===== config.mk =====
export PLATFORM = sky130hd
export DESIGN_NAME = gray_counter
export DESIGN_NICKNAME = d
export VERILOG_FILES = /design/src/rtl/gray_counter.sv
export SDC_FILE = /design/constraint.sdc
export NUM_CORES = 1
export LEC_CHECK = 0
export ABC_AREA = 1
export BUFFER_PORTS_ARGS = -buffer_cell sky130_fd_sc_hd__buf_4
export CAP_MARGIN = 20
export CORE_AREA = 2 2 39 41
export CTS_BUF_LIST = sky130_fd_sc_hd__clkbuf_4
export CTS_CLUSTER_DIAMETER = 120
export DETAILED_ROUTE_END_ITERATION = 10
export DIE_AREA = 0 0 41 43
export MAX_ROUTING_LAYER = met4
export PLACE_DENSITY = 0.38
export SYNTH_ARGS = -nofsm -noshare
export SYNTH_HDL_FRONTEND = slang
export SYNTH_SLANG_ARGS = --single-unit

===== constraint.sdc =====
create_clock -name clk -period 1.84 [get_ports clk]
set_input_delay 0.368 -clock clk [delete_from_list [all_inputs] [get_ports clk]]
set_output_delay 0.368 -clock clk [all_outputs]
set_load 0.01 [all_outputs]

===== src/rtl/gray_counter.sv =====
// gray_counter: free-running Gray-coded up-counter with synchronous parallel load.
// Consecutive count values differ in exactly one bit, so q is safe to use as a
// clock-domain-crossing pointer. Load and reset may change several bits at once.
module gray_counter #(
  parameter int WIDTH = 4
) (
  input  logic             clk,
  input  logic             reset,
  input  logic             load_en,
  input  logic [WIDTH-1:0] d,
  output logic [WIDTH-1:0] q
);

  logic [WIDTH-1:0] q_bin;
  logic [WIDTH-1:0] q_bin_inc;
  logic [WIDTH-1:0] q_next_gray;
  logic [WIDTH-1:0] q_nxt;

  // Gray to binary: each binary bit is the XOR of all Gray bits at or above it.
  function automatic logic [WIDTH-1:0] gray2bin(input logic [WIDTH-1:0] g);
    logic [WIDTH-1:0] b;
    b[WIDTH-1] = g[WIDTH-1];
    for (int i = WIDTH - 2; i >= 0; i--) begin
      b[i] = b[i+1] ^ g[i];
    end
    return b;
  endfunction

  // Binary to Gray: each Gray bit marks a change between adjacent binary bits.
  function automatic logic [WIDTH-1:0] bin2gray(input logic [WIDTH-1:0] b);
    return b ^ (b >> 1);
  endfunction

  // Increment in the binary domain; the add wraps naturally modulo 2^WIDTH.
  always_comb begin
    q_bin       = gray2bin(q);
    q_bin_inc   = q_bin + {{(WIDTH-1){1'b0}}, 1'b1};
    q_next_gray = bin2gray(q_bin_inc);
  end

  // Next-state select: reset over load over count.
  always_comb begin
    q_nxt = q_next_gray;
    if (reset) begin
      q_nxt = '0;
    end else if (load_en) begin
      q_nxt = d;
    end
  end

  // Output register; q comes straight from flops, no input-to-output path.
  always_ff @(posedge clk) begin
    q <= q_nxt;
  end

endmodule


==> results_dict.tcl, run 1 <==
set metrics [dict create \
    synth_top_family_by_area "simple AND/OR/NAND/NOR gates" \
    holdPathStages 3 \
    yosysTopAreaCell "dfxtp_1" \
    tritoncts "yes" \
    syn_area_per_cell_um2 5.70 \
    nNetsFinal 68 \
    pre_cts_slack_ps 276 \
    synthMuxAreaShare_pct 0 \
    ys_types 10 \
    clock_sinks 4 \
    p_leak_nw 0.219 \
    wl_um 548 \
    netlist_instances 45 \
    worstMarginPinSlew_ps 223 \
    synth_compound_area_share_pct 10.2 \
    syn-cell-area_um2 256 \
    grt.total_usage_pct 8.41 \
    gp_congestion 0.644 \
    postCtsHoldBufs 0 \
    ys_warn_count 0 \
    vdd_drop_max_uv 288 \
    diodes 0 \
    cap_violations 0 \
    outcome "finished clean" \
    hold_viol_final 0 \
    worstPathRequired_ps 1970 \
    fin_crit_ps 1540 \
    wl_per_cell_um 7.41 \
    drt-initial-drc-count 0 \
    path_clk_slew_ps 30 \
    slew_violations 0 \
    vias 284 \
    pin_count 11 \
    viasPerCell 3.84 \
    dr.pass1.iters 1 \
    cp.arrival_ps 1670 \
    synth.area.top_cells "dfxtp_1, nand2_1, inv_1" \
    r2r_cells 13 \
    die_h_um 43 \
    drc 0 \
    drive_above_1_share_pct 24.1 \
    slew_headroom_pct 85.1 \
    critPathMaxFanout 4 \
    post-route-period-util_pct 83.9 \
    postCtsSetupRepairBufs 0 \
    yosys.area_share.adder_pct 4.88 \
    nFillCells 178 \
    setup.worst_path.start_class "flop" \
    worstHoldPathType "in2reg" \
    fin_worst_skew_ps 0.428 \
    setup_tns_ps 0 \
    fin_ws_ps 296 \
    clockBufferDepth 2 \
    synth_xor_xnor_area_share_pct 0 \
    cts_resized 0 \
    grt_pass1_vias 257 \
    num_rows 14 \
    antenna_found_initial 0 \
    setup_viol_count_final 0 \
    synth_nets 53 \
    grt_first_pass_wirelength_um 931 \
    rsz0062_at_grt "false" \
    worst-setup-path-type "reg2reg" \
    die_x_um 41 \
    critPathCaptureType "flop" \
    grt_max_degree 8 \
    die-area_um2 1760 \
    h-tree-depth 1 \
    power.density_nw_per_um2 822 \
    overflow 0 \
    synth_seq_cells 4 \
    cts-root-buf "clkbuf_4" \
    clk_latency_ps 230 \
    ant_nets 0 \
    area_delta_synth_final_pct 45.9 \
    core_um2 1380 \
    yosysTopAreaCellShare_pct 31.2 \
    cts_inserted_buffers 3 \
    max_freq_ghz 0.648 \
    initial_core_util_pct 18.5 \
    port_buffers 10 \
    yosysSeqAreaShare_pct 31.2 \
    place_hpwl_um 480 \
    synthSimpleGateAreaFrac_pct 37.6 \
]
==> path summary, 6_finish.rpt <==
check | from | end | slack (ps)
setup / recovery | q[3] | q[2] | 300
hold / removal | load_en | q[3] | 360
setup reg to reg | q[3] | q[2] | 300
hold reg to reg | flop | flop | 530
==> synth_stat cells <==
library cell and count:
dfxtp_1 4, nor2_1 4, inv_2 1, a21oi_1 1, nand2_1 15, inv_1 10
nand3_1 5, o21ai_0 3, a31oi_1 1, ha_1 1
==> cells by family (layout without fill, tap and decap cells) <==
| family | Yosys count | count (layout) |
|---|---|---|
| compound gates | 5 | 5 |
| fa+ha+maj | 1 | 1 |
| buf+inv | 11 | 24 |
| flops | 4 | 4 |
| simple gates | 24 | 24 |
==> critical path: stages, from the launching register on <==
cell,delay [ps]
dfxtp_1,320
inv_1,70
nand2_1,70
nand2_1,70
inv_1,40
ha_1,300
inv_1,110
nand2_1,60
nand2_1,50
nand3_1,80
nand3_1,90
nand3_1,70
nand2_1,60
inv_1,30
==> final cells by class <==
type	count	area [um^2]	area share, %
clock buffer	3	22.5	6.02
inverter	11	41.3	11.0
multi-input combinational	30	135	36.1
sequential	4	80.1	21.4
tap	16	20.0	5.35
timing repair buffer	10	75.1	20.1
==> report_power, final <==
group / switching, W / total [W] / internal (W)
logic: 0.0000528 / 0.0000976 / 0.0000447
clock network: 0.0000317 / 0.000104 / 0.0000727
registers: 0.00000901 / 0.000105 / 0.0000964
total: 0.0000935 / 0.000307 / 0.000214
==> layout by cell type (no fill, tap or decap) <==
cell type   n
nor2_1      4
nand3_1     5
a31oi_1     1
clkbuf_4    3
buf_4      10
ha_1        1
dfxtp_1     4
inv_1      10
nand2_1    15
inv_2       1
o21ai_0     3
a21oi_1     1
==> layer usage <==
layer  wire length, um  global-route usage (%)  share of wire (%)
met2               231                    9.69                 42
met5                 0                       -                  0
met3                30                    1.57                5.5
met4                 0                    10.0                  0
met1               286                    10.5                 52
==> metrics by stage <==
step | cell area [um^2] | cells | utilization (%) | hold WS, ps | power [W]
4_1_cts | 374 | 74 | 27.0 | 355 | 0.000318
3_5_place_dp | 352 | 71 | 25.4 | 527 | 0.000207
6_report | 374 | 74 | 27.0 | 360 | 0.000307
5_1_grt | 374 | 74 | 27.0 | 375 | 0.000341
3_3_place_gp | 352 | 71 | 25.4 | 538 | 0.000207
2_1_floorplan | 256 | 45 | - | 498 | 0.000169
No activity file was read; power rests on OpenSTA's default activity.
==> run 2, diff against run 1 <==
- PLACE_DENSITY: 0.38 -> 0.39
- clock period: 1.84 -> 1.3 ns (I/O delays scaled with it)
==> results_dict.tcl, run 2 (synthesis gave the netlist of run 1 again) <==
set metrics [dict create \
    diodes 0 \
    clock_sinks 4 \
    path_clk_slew_ps 40 \
    cp_num_buf_inv 6 \
    crit_family "buffers and inverters" \
    overflow 0 \
    initial_core_util_pct 18.5 \
    critPathMaxFanout 4 \
    area_delta_synth_final_pct 85.4 \
    postCtsHoldBufs 0 \
    worst-setup-path-type "reg2reg" \
    cp_common_cell "buf_4" \
    nFillCells 157 \
    outcome "complete, but fails checks" \
    port_buffers 10 \
    cap_violations 0 \
    r2r_slack_ps -150 \
    nNetsFinal 75 \
    num_rows 14 \
    worstHoldPathType "in2reg" \
    h-tree-depth 1 \
    tritoncts "yes" \
    core_um2 1380 \
    multi_input_area_um2 176 \
    grt.total_usage_pct 9.16 \
    setup_tns_ps -399 \
    worstMarginPinSlew_ps 227 \
    violations "negative setup slack" \
    vias 306 \
    dr.pass1.iters 1 \
    drt-initial-drc-count 0 \
    instances_no_fill 81 \
    wl_per_cell_um 7.47 \
    slew_violations 0 \
    antenna_found_initial 0 \
    grt_pass1_vias 273 \
    post-route-period-util_pct 112 \
    setup_viol_count_final 3 \
    critPathCaptureType "flop" \
    grt_max_degree 8 \
    worstPathRequired_ps 1460 \
    p_leak_nw 0.255 \
    die_x_um 41 \
    crit_chain "inv_2 -> nand2_2 -> nand2_2 -> inv_2 -> ha_4 -> inv_4 -> buf_4 -> buf_4 -> buf_4 -> a21oi_1" \
    slew_headroom_pct 84.8 \
    cp.arrival_ps 1610 \
    place_hpwl_um 475 \
    cts_inserted_buffers 3 \
    fin_worst_skew_ps 1.25 \
    clockBufferDepth 2 \
    grt_first_pass_wirelength_um 952 \
    wl_um 605 \
    rsz0062_at_grt "true" \
    fin_crit_ps 1450 \
    layout_common_cells "buf_4, nand2_1, inv_1" \
    final_common_cell "buf_4" \
    setup.worst_path.start_class "flop" \
    pin_count 11 \
    max_freq_ghz 0.689 \
    vdd_drop_max_uv 265 \
    ant_nets 0 \
    cts-root-buf "clkbuf_4" \
    fin_ws_ps -151 \
    die_h_um 43 \
    clk_latency_ps 230 \
    hold_viol_final 0 \
    cp_slowest_stage_delay_ps 350 \
    viasPerCell 3.78 \
    dp.cells 74 \
    regArea_um2 85.1 \
    drive_above_1_share_pct 55.4 \
    power.density_nw_per_um2 1130 \
    fin_util_pct 34.4 \
    drc 0 \
    gp_congestion 0.686 \
    cpMaxStageDelayCell "dfxtp_4" \
    die-area_um2 1760 \
]
-- run 2: changes by cell type in the layout (fill, tap and decap cells not counted), sizes merged --
cell / delta
buf: +7
-- run 2: worst paths after layout --
kind              startpoint  endpoint  cells past startpoint
setup / recovery        q[3]      q[0]                     10
hold reg to reg         q[0]      flop                      2
hold / removal       load_en      q[3]                      3
setup reg to reg        q[3]      q[0]                     10
-- run 2: worst register-to-register path: stages, from the launching register on --
cell and delay, ps:
dfxtp_4 350, inv_2 60, nand2_2 60, nand2_2 60, inv_2 40, ha_4 280, inv_4 40, buf_4 120
buf_4 120, buf_4 120, a21oi_1 140
-- run 2: timing repair --
action                     4_1_cts  5_1_grt
gates resized for setup          5        8
pin swaps                        0        2
setup buffers                    2        2
cloned                           0        0
setup endpoints to repair        2        3
hold endpoints to repair         0        0
-- run 2: metrics by stage --
stage	hold slack, ps	power, W	setup WS [ps]	instance area [um^2]
after floorplan	390	0.000255	-77.0	272
after global placement	510	0.000329	-175	389
after detailed placement	506	0.000327	-175	389
after CTS	240	0.000501	-147	434
after global routing	229	0.000579	-271	475
final	223	0.000537	-151	475
-- run 2: metal layers --
metal	vias to the layer above	global-route usage, %	part of all wire [%]
met1	119	9.65	47
met4	0	12.0	0
met2	8	10.9	48
li1	179	-	-
met3	0	3.14	4.3
met5	-	-	0
-- run 2: layout make-up --
class / instances / share of cell area [%]
inverter: 11 / 9.21
tap: 16 / 4.21
clock buffer: 3 / 4.74
sequential: 4 / 17.9
multi-input combinational: 30 / 37.1
timing repair buffer: 17 / 26.8
-- run 2: where the power goes --
group,internal [W],switching [W]
combinational,0.000128,0.000110
clock,0.000103,0.0000443
sequential,0.000137,0.0000142
